$ cat src/rtl/rf_wb_scheduler.sv
// Round-robin writeback arbiter for the single register-file write port,
// with a busy scoreboard of registers that still have a write outstanding.
module rf_wb_scheduler #(
    parameter int NREQ    = 3,
    parameter int NREGS   = 13,
    parameter int AW      = 5,
    parameter int DW      = 32,
    parameter bit ZERO_R0 = 1'b1
) (
    input  logic                 clk,
    input  logic                 reset,
    input  logic [NREQ-1:0]      req_valid,
    input  logic [NREQ*AW-1:0]   req_addr,
    input  logic [NREQ*DW-1:0]   req_data,
    output logic [NREQ-1:0]      req_ready,
    output logic                 we,
    output logic [AW-1:0]        waddr,
    output logic [DW-1:0]        wbdata,
    input  logic                 alloc_valid,
    input  logic [AW-1:0]        alloc_addr,
    input  logic                 flush,
    output logic [NREGS-1:0]     busy,
    output logic                 addr_err
);

    localparam int PW = (NREQ > 1) ? $clog2(NREQ) : 1;
    localparam logic [AW:0] NR = (AW+1)'(NREGS);

    logic [PW-1:0]    rr_ptr;
    logic [PW-1:0]    nxt_ptr;
    logic             found;
    logic             xfer;
    logic [AW-1:0]    sel_addr;
    logic [DW-1:0]    sel_data;
    logic             sel_in_range;
    logic             sel_is_r0;
    logic             wr_ok;
    logic             bad_req;
    logic             alloc_in_range;
    logic             alloc_ok;
    logic             bad_alloc;
    logic [NREGS-1:0] busy_nxt;

    // Search order starts at rr_ptr and wraps; first valid requester wins.
    always_comb begin
        req_ready = '0;
        found     = 1'b0;
        for (int k = 0; k < NREQ; k++) begin
            for (int i = 0; i < NREQ; i++) begin
                if (!found && req_valid[i] &&
                    i == ((int'(rr_ptr) + k) % NREQ)) begin
                    found        = 1'b1;
                    req_ready[i] = 1'b1;
                end
            end
        end
        if (flush) req_ready = '0;
    end

    always_comb begin
        sel_addr = '0;
        sel_data = '0;
        nxt_ptr  = rr_ptr;
        for (int i = 0; i < NREQ; i++) begin
            if (req_ready[i]) begin
                sel_addr = req_addr[i*AW +: AW];
                sel_data = req_data[i*DW +: DW];
                nxt_ptr  = PW'((i + 1) % NREQ);
            end
        end
    end

    assign xfer         = |req_ready;
    assign sel_in_range = {1'b0, sel_addr} < NR;
    assign sel_is_r0    = ZERO_R0 && (sel_addr == '0);
    assign wr_ok        = xfer && !flush && sel_in_range && !sel_is_r0;
    assign bad_req      = xfer && !sel_in_range;

    assign alloc_in_range = {1'b0, alloc_addr} < NR;
    assign alloc_ok  = alloc_valid && !flush && alloc_in_range &&
                       !(ZERO_R0 && alloc_addr == '0);
    assign bad_alloc = alloc_valid && !flush && !alloc_in_range;

    // Clear on write first, then set on alloc so a new producer wins.
    always_comb begin
        busy_nxt = busy;
        for (int r = 0; r < NREGS; r++) begin
            if (we && waddr == AW'(r)) busy_nxt[r] = 1'b0;
        end
        for (int r = 0; r < NREGS; r++) begin
            if (alloc_ok && alloc_addr == AW'(r)) busy_nxt[r] = 1'b1;
        end
        if (flush) busy_nxt = '0;
    end

    always_ff @(posedge clk or posedge reset) begin
        if (reset) begin
            rr_ptr   <= '0;
            we       <= 1'b0;
            waddr    <= '0;
            wbdata   <= '0;
            busy     <= '0;
            addr_err <= 1'b0;
        end else begin
            if (xfer) rr_ptr <= nxt_ptr;
            we <= wr_ok;
            if (wr_ok) begin
                waddr  <= sel_addr;
                wbdata <= sel_data;
            end
            addr_err <= addr_err | bad_req | bad_alloc;
            busy     <= busy_nxt;
        end
    end

endmodule

$ cat config.mk
export PLATFORM = sky130hd
export DESIGN_NAME = rf_wb_scheduler
export DESIGN_NICKNAME = d
export VERILOG_FILES = /design/src/rtl/rf_wb_scheduler.sv
export SDC_FILE = /design/constraint.sdc
export NUM_CORES = 1
export LEC_CHECK = 0
export ABC_AREA = 1
export BUFFER_PORTS_ARGS = -buffer_cell sky130_fd_sc_hd__buf_2
export CAP_MARGIN = 40
export CORE_ASPECT_RATIO = 0.5
export CORE_MARGIN = 3
export CORE_UTILIZATION = 45
export CTS_CLUSTER_SIZE = 25
export DETAILED_ROUTE_END_ITERATION = 10
export PLACE_DENSITY = 0.77
export SYNTH_ARGS = -nofsm -noshare
export SYNTH_HDL_FRONTEND = slang
export SYNTH_SLANG_ARGS = --single-unit
export TNS_END_PERCENT = 100
$ cat constraint.sdc
create_clock -name clk -period 3.4 [get_ports clk]
set_clock_uncertainty 0.1 [all_clocks]
set_input_delay 0.34 -clock clk [delete_from_list [all_inputs] [get_ports clk]]
set_output_delay 0.34 -clock clk [all_outputs]
set_load 0.005 [all_outputs]
* Yosys cells after proc, flatten, opt, wreduce, memory -nomap -nowiden
Cells that the tools add are included.
** Operators by class
- Add/subtract/negate cells :: 2
- Div/mod/pow operators :: 3
- Magnitude comparators :: 2
- Equality and inequality tests :: 30
- Multiplexer cells :: 53
- Bitwise operators :: 2
- Reductions and logical operators :: 86
** Operator list (number)
- $eq 2x32->1 const A :: 3
- $eq 3x32->1 const A :: 3
- $logic_not 32->1 :: 3
- $mux 32 :: 3
- $mod 32x3->32 const B :: 2
- $logic_and 1x1->1 :: 51
- $eq 5x4->1 const B :: 10
- $mux 1 :: 42
- $reduce_bool 3->1 :: 14
- $eq 5x3->1 const B :: 8
- $mod 3x3->32 const B :: 1
- $eq 5x2->1 const B :: 4
- $logic_not 5->1 :: 3
- $mux 5 :: 3
- $logic_not 1->1 :: 13
- $mux 13 :: 1
- $eq 5x1->1 const B :: 2
- $lt 5x4->1 const B :: 2
- $mux 2 :: 3
- $add 2x1->3 const B :: 1
- $add 2x2->3 const B :: 1
- $mux 3 :: 1
- $reduce_or 3->1 :: 1
- $or 1x1->1 :: 2
- $reduce_and 2->1 :: 1
** Storage, ports and cells
- Flip-flop bits (word level) :: 54
- Output and inout bits :: 55
- Logic and storage cells :: 196

* Logic depth before layout (Yosys ltp)
- Word-level depth :: 45
- Mapped depth :: 21
- Mapped depth without buffers :: 19

* Worst setup path before layout
No wires, ideal clock.
- Path kind :: register -> register
- Start point :: register rr_ptr[0]
- End point :: register waddr[2]
- Library setup time :: 0.117 ns
- Data arrival time :: 2.188 ns
- Path slack :: 0.994 ns
- Stages on the path, launching flop included :: 19
- Path buffers :: 2
- Period minus slack after synthesis :: 2.406 ns
- Path through :: dfrtp_1 > inv_1 > ha_1 > nand2_1 > nand2_1 > inv_1 > o21ai_1 > nor2_2 > nand3_2 > a21oi_4 > nand2_1 > nand3_1 > nor2_2 > nand3_1 > nand3_1 > buf_4 > buf_6 > nand2_1 > nand2_1
** Between the ends
- Word-level cells in the longest chain between the ends :: 41
- Elaborated cells on any way between the ends :: 66
- Classes of those cells :: add/sub: 2; div: 3; order compare: 1; eq/ne: 6; mux: 20; reduce/logical: 34
** RTL lines
- start: declaration :: RTL line 29 : logic [PW-1:0] rr_ptr;
- start signal: assignment :: RTL line 105 : if (xfer) rr_ptr <= nxt_ptr;
- branches (longest 36 deep; another with $mod 32x3->32)
- $mux 3 (*) :: RTL line 57 : if (flush) req_ready = '0;
- $mux 5 or $reduce_or 3->1 (tied branches) :: RTL line 65, 73
- $lt 5x4->1 (tied with other cells) :: RTL line 74 : assign sel_in_range = {1'b0, sel_addr} < NR;
- $logic_and 1x1->1 or $logic_not 1->1 (tied branches) :: RTL line 76 : assign wr_ok = xfer && !flush && sel_in_range && !sel_is_r0;
- $logic_and 1x1->1 :: RTL line 76
- end signal: assignment :: RTL line 108 : waddr <= sel_addr;
- end: declaration :: RTL line 17 : output logic [AW-1:0] waddr,
Every way passes the cells marked *.
A chain may end at the register's enable or synchronous reset.

* Worst setup path after layout
- Start point :: register rr_ptr[0]
- End point :: register wbdata[20]
** Between the ends
- Word-level cells in the longest chain between the ends :: 41
- Elaborated cells on any way between the ends :: 69
- Classes of those cells :: add/sub: 2; div: 3; order compare: 1; eq/ne: 6; mux: 23; reduce/logical: 34
** RTL lines
- branches (longest 36 deep; another with $mod 32x3->32)
- $mux 3 (*) :: RTL line 57
- $mux 5 or $reduce_or 3->1 (tied branches) :: RTL line 65, 73
- $lt 5x4->1 (tied with other cells) :: RTL line 74
- $logic_and 1x1->1 or $logic_not 1->1 (tied branches) :: RTL line 76
- $logic_and 1x1->1 :: RTL line 76
- end signal: assignment :: RTL line 109 : wbdata <= sel_data;
- end: declaration :: RTL line 18 : output logic [DW-1:0] wbdata,
Marked as above.

==> flow_summary.toml <==
[run_status]
status = "completed"

[floorplanning]
initial_standard_cell_utilization_of_the_core_pct = 48.0
die_height_um = 66.6
x_dimension_of_the_die_um = 127
die_outline_area_sq_mm = 0.00847
core_area_sq_mm = 0.00688
boundaryPins = 178
rows = 21

[yosys]
post_synth_most_frequent_cells = "207 x sky130_fd_sc_hd__nand2_1, 99 x sky130_fd_sc_hd__nand3_1, 54 x sky130_fd_sc_hd__dfrtp_1"
yosys.cell_count.top_type = "sky130_fd_sc_hd__nand2_1"
ys_seq_elements = 54
synthTopCellsByArea = "sky130_fd_sc_hd__dfrtp_1 41%, sky130_fd_sc_hd__nand2_1 24%, sky130_fd_sc_hd__nand3_1 15%"
synth_edf_count = 0
post_synthesis_instance_area_sq_mm = 0.00330
syn_inst = 493
ys_warn_count = 0
yosys.area.top_type_share_pct = 40.9
synth.yosys.seq_area_share_pct = 40.9
postSynthNetCount = 618
synth.distinct_cells = 28
yosys_most_used_dff = "sky130_fd_sc_hd__dfrtp_1"
post_synthesis_cell_type_with_the_largest_combined_area = "sky130_fd_sc_hd__dfrtp_1"
synth_async_sr_flop_share_pct = 100
syn_area_per_cell_sq_um = 6.70

[drt]
detail_route.drc_violations = 0
detail_route.iter0.violations = 276
wl_per_cell_um = 12.5
vias_per_cell = 4.94
vias = 3738
detail-route-antenna-nets = 0
finalWirelength_um = 9460
detailedRoute.firstPassIterationCount = 5

[worst_setup_path]
cp_common_cell = "sky130_fd_sc_hd__nand2_1"
crit_slowest_cell = "sky130_fd_sc_hd__nand4_2"
path_class = "reg2reg"
sequence_of_cells_on_the_critical_path = "inv_1 > ha_1 > nand2_1 > nand2_1 > inv_1 > o21ai_1 > nor2_2 > nand4_1 > nand2_1 > nand2_1 > inv_2 > nand2_1 > nand3_2 > nand4_2 > buf_8 > nand3_1 > nand2_1"
crit_fanout = 19
required_ns = 3.48
cp.buffers_inverters = 4
cp_data_arrival_time_ns = 3.11
crit_family = "simple AND/OR/NAND/NOR gates"
cp_launch_type = "register"
crit_path_largest_cell_delay_ns = 0.44
crit_path_end_kind = "register"

[clocking]
cts_inserted_buffers = 5
clock_input_transition_at_the_sequential_cells_of_the_worst_setup_and_hold_paths_ns = 0.07
tritoncts = "built"
worst_skew_pair.late_latency_ns = 0.29
cts_htree_levels = 2
root_buffer = "sky130_fd_sc_hd__clkbuf_16"
hold_buffers = 0
cts_resized = 0
number_of_buffers_on_the_longest_clock_path = 2
numClockSinks = 54
postCtsSetupRepairBufs = 0

[sta]
worst_slack_ns = 0.367
tightestPinTransition_ns = 0.781
fin_hold_ws_ns = 0.0890
final-setup-viol-count = 0
max_clock_freq_mhz = 330
fin_setup_tns_ns = 0
rsz0062_at_grt = "no"
final_period_minus_worst_setup_slack_ns = 3.03
maxSlewHeadroom_pct = 47.8
timing.final.hold_violations = 0
final_max_slew_viol_count = 0
post-route-period-util_pct = 89.2

[pwr]
p_total_mw = 3.48
power.leakage_nw = 2.61
vdd.ir_drop.worst_mv = 0.349
cell_pwr_density_mw_per_mm2 = 786

[finish]
n_antenna_cell = 0
syn_to_final_growth_pct = 34.1
num-nets-final = 789
post_route_cells_drive_above_1_share_pct = 31.7

[placement]
gp_congestion = 0.856
place.port_buffers = 177
dp_hpwl_um = 7270
post-place-ws_ns = 0.419

[hold_path]
hp-class = "in2async"

[grt]
first_global_vias = 3287
grt_pass1_wl_um = 14800
grt_start_max_net_pins = 39
grt_overflow_total = 0
antenna_violations_before_repair = 0
globalRouteTotalUtil_pct = 21.5

[job]
max_cap_violations = 0
-- cell type report --
class / instances / area, sq um
fill: 639 / 2460
sequential: 54 / 1350
tap: 92 / 115
inverter: 44 / 165
clock inverter: 1 / 30.0
timing repair buffer: 185 / 953
clock buffer: 7 / 133
multi-input combinational: 374 / 1680
-- registers in the layout, summed over array words and instances (netlist names) --
| register | flops |
|---|---|
| wbdata | 32 |
| busy | 13 |
| waddr | 5 |
| rr_ptr | 2 |
| addr_err | 1 |
| we | 1 |
-- through the flow --
stage | std cells | util [%] | area [sq um]
6_report | 757 | 64.3 | 4430
4_1_cts | 757 | 64.3 | 4430
5_1_grt | 757 | 64.3 | 4430
3_5_place_dp | 749 | 62.0 | 4270
3_3_place_gp | 748 | 61.7 | 4250
2_1_floorplan | 493 | - | 3300
-- power breakdown --
| part | internal [mW] | switching, mW | leakage [nW] | total (mW) |
|---|---|---|---|---|
| Sequential | 0.822 | 0.0917 | 0.716 | 0.914 |
| Combinational | 0.691 | 1.31 | 1.82 | 2.00 |
| Clock | 0.348 | 0.219 | 0.0781 | 0.567 |
-- worst paths after layout --
kind                        startpoint         end  slack [ns]  depth (start not counted)
max                          rr_ptr[0]  wbdata[20]        0.37                         17
min in group clk           alloc_valid    addr_err        0.26                          3
max reg2reg                  rr_ptr[0]  wbdata[20]        0.37                         17
min                              reset          we        0.09                          2
max in group asynchronous        reset     busy[2]        2.37                          3
min reg2reg                 wbdata[17]  wbdata[17]        0.36                          2
-- cells by family after synthesis --
family / after synthesis / share of synthesized area [%]
and+or+nand+nor: 347 / 45.4
buffers and inverters: 65 / 8.22
DFF: 54 / 40.9
AOI/OAI and AO/OA: 25 / 4.73
adders and majority gates: 2 / 0.757
-- placed cells by master, fill, tap and decap left out, drive strengths merged, types with 2 or more instances in the layout --
cell,instances
clkbuf,7
nor3,4
nor2,27
inv,44
a21oi,12
nand4,4
a31oi,2
ha,2
o21ai,6
nand2,208
dfrtp,54
nand3,103
a22oi,2
buf,185
-- per-layer routing --
layer	up-vias	track usage [%]	routed length (um)	share of wire (%)
met5	-	0	0	0
met4	0	5.75	95	1.0
met3	12	5.52	686	7.3
met2	129	38.7	4700	50
met1	1683	26.0	3980	42
li1	1914	-	-	-
(Power assumes the default switching activity.)
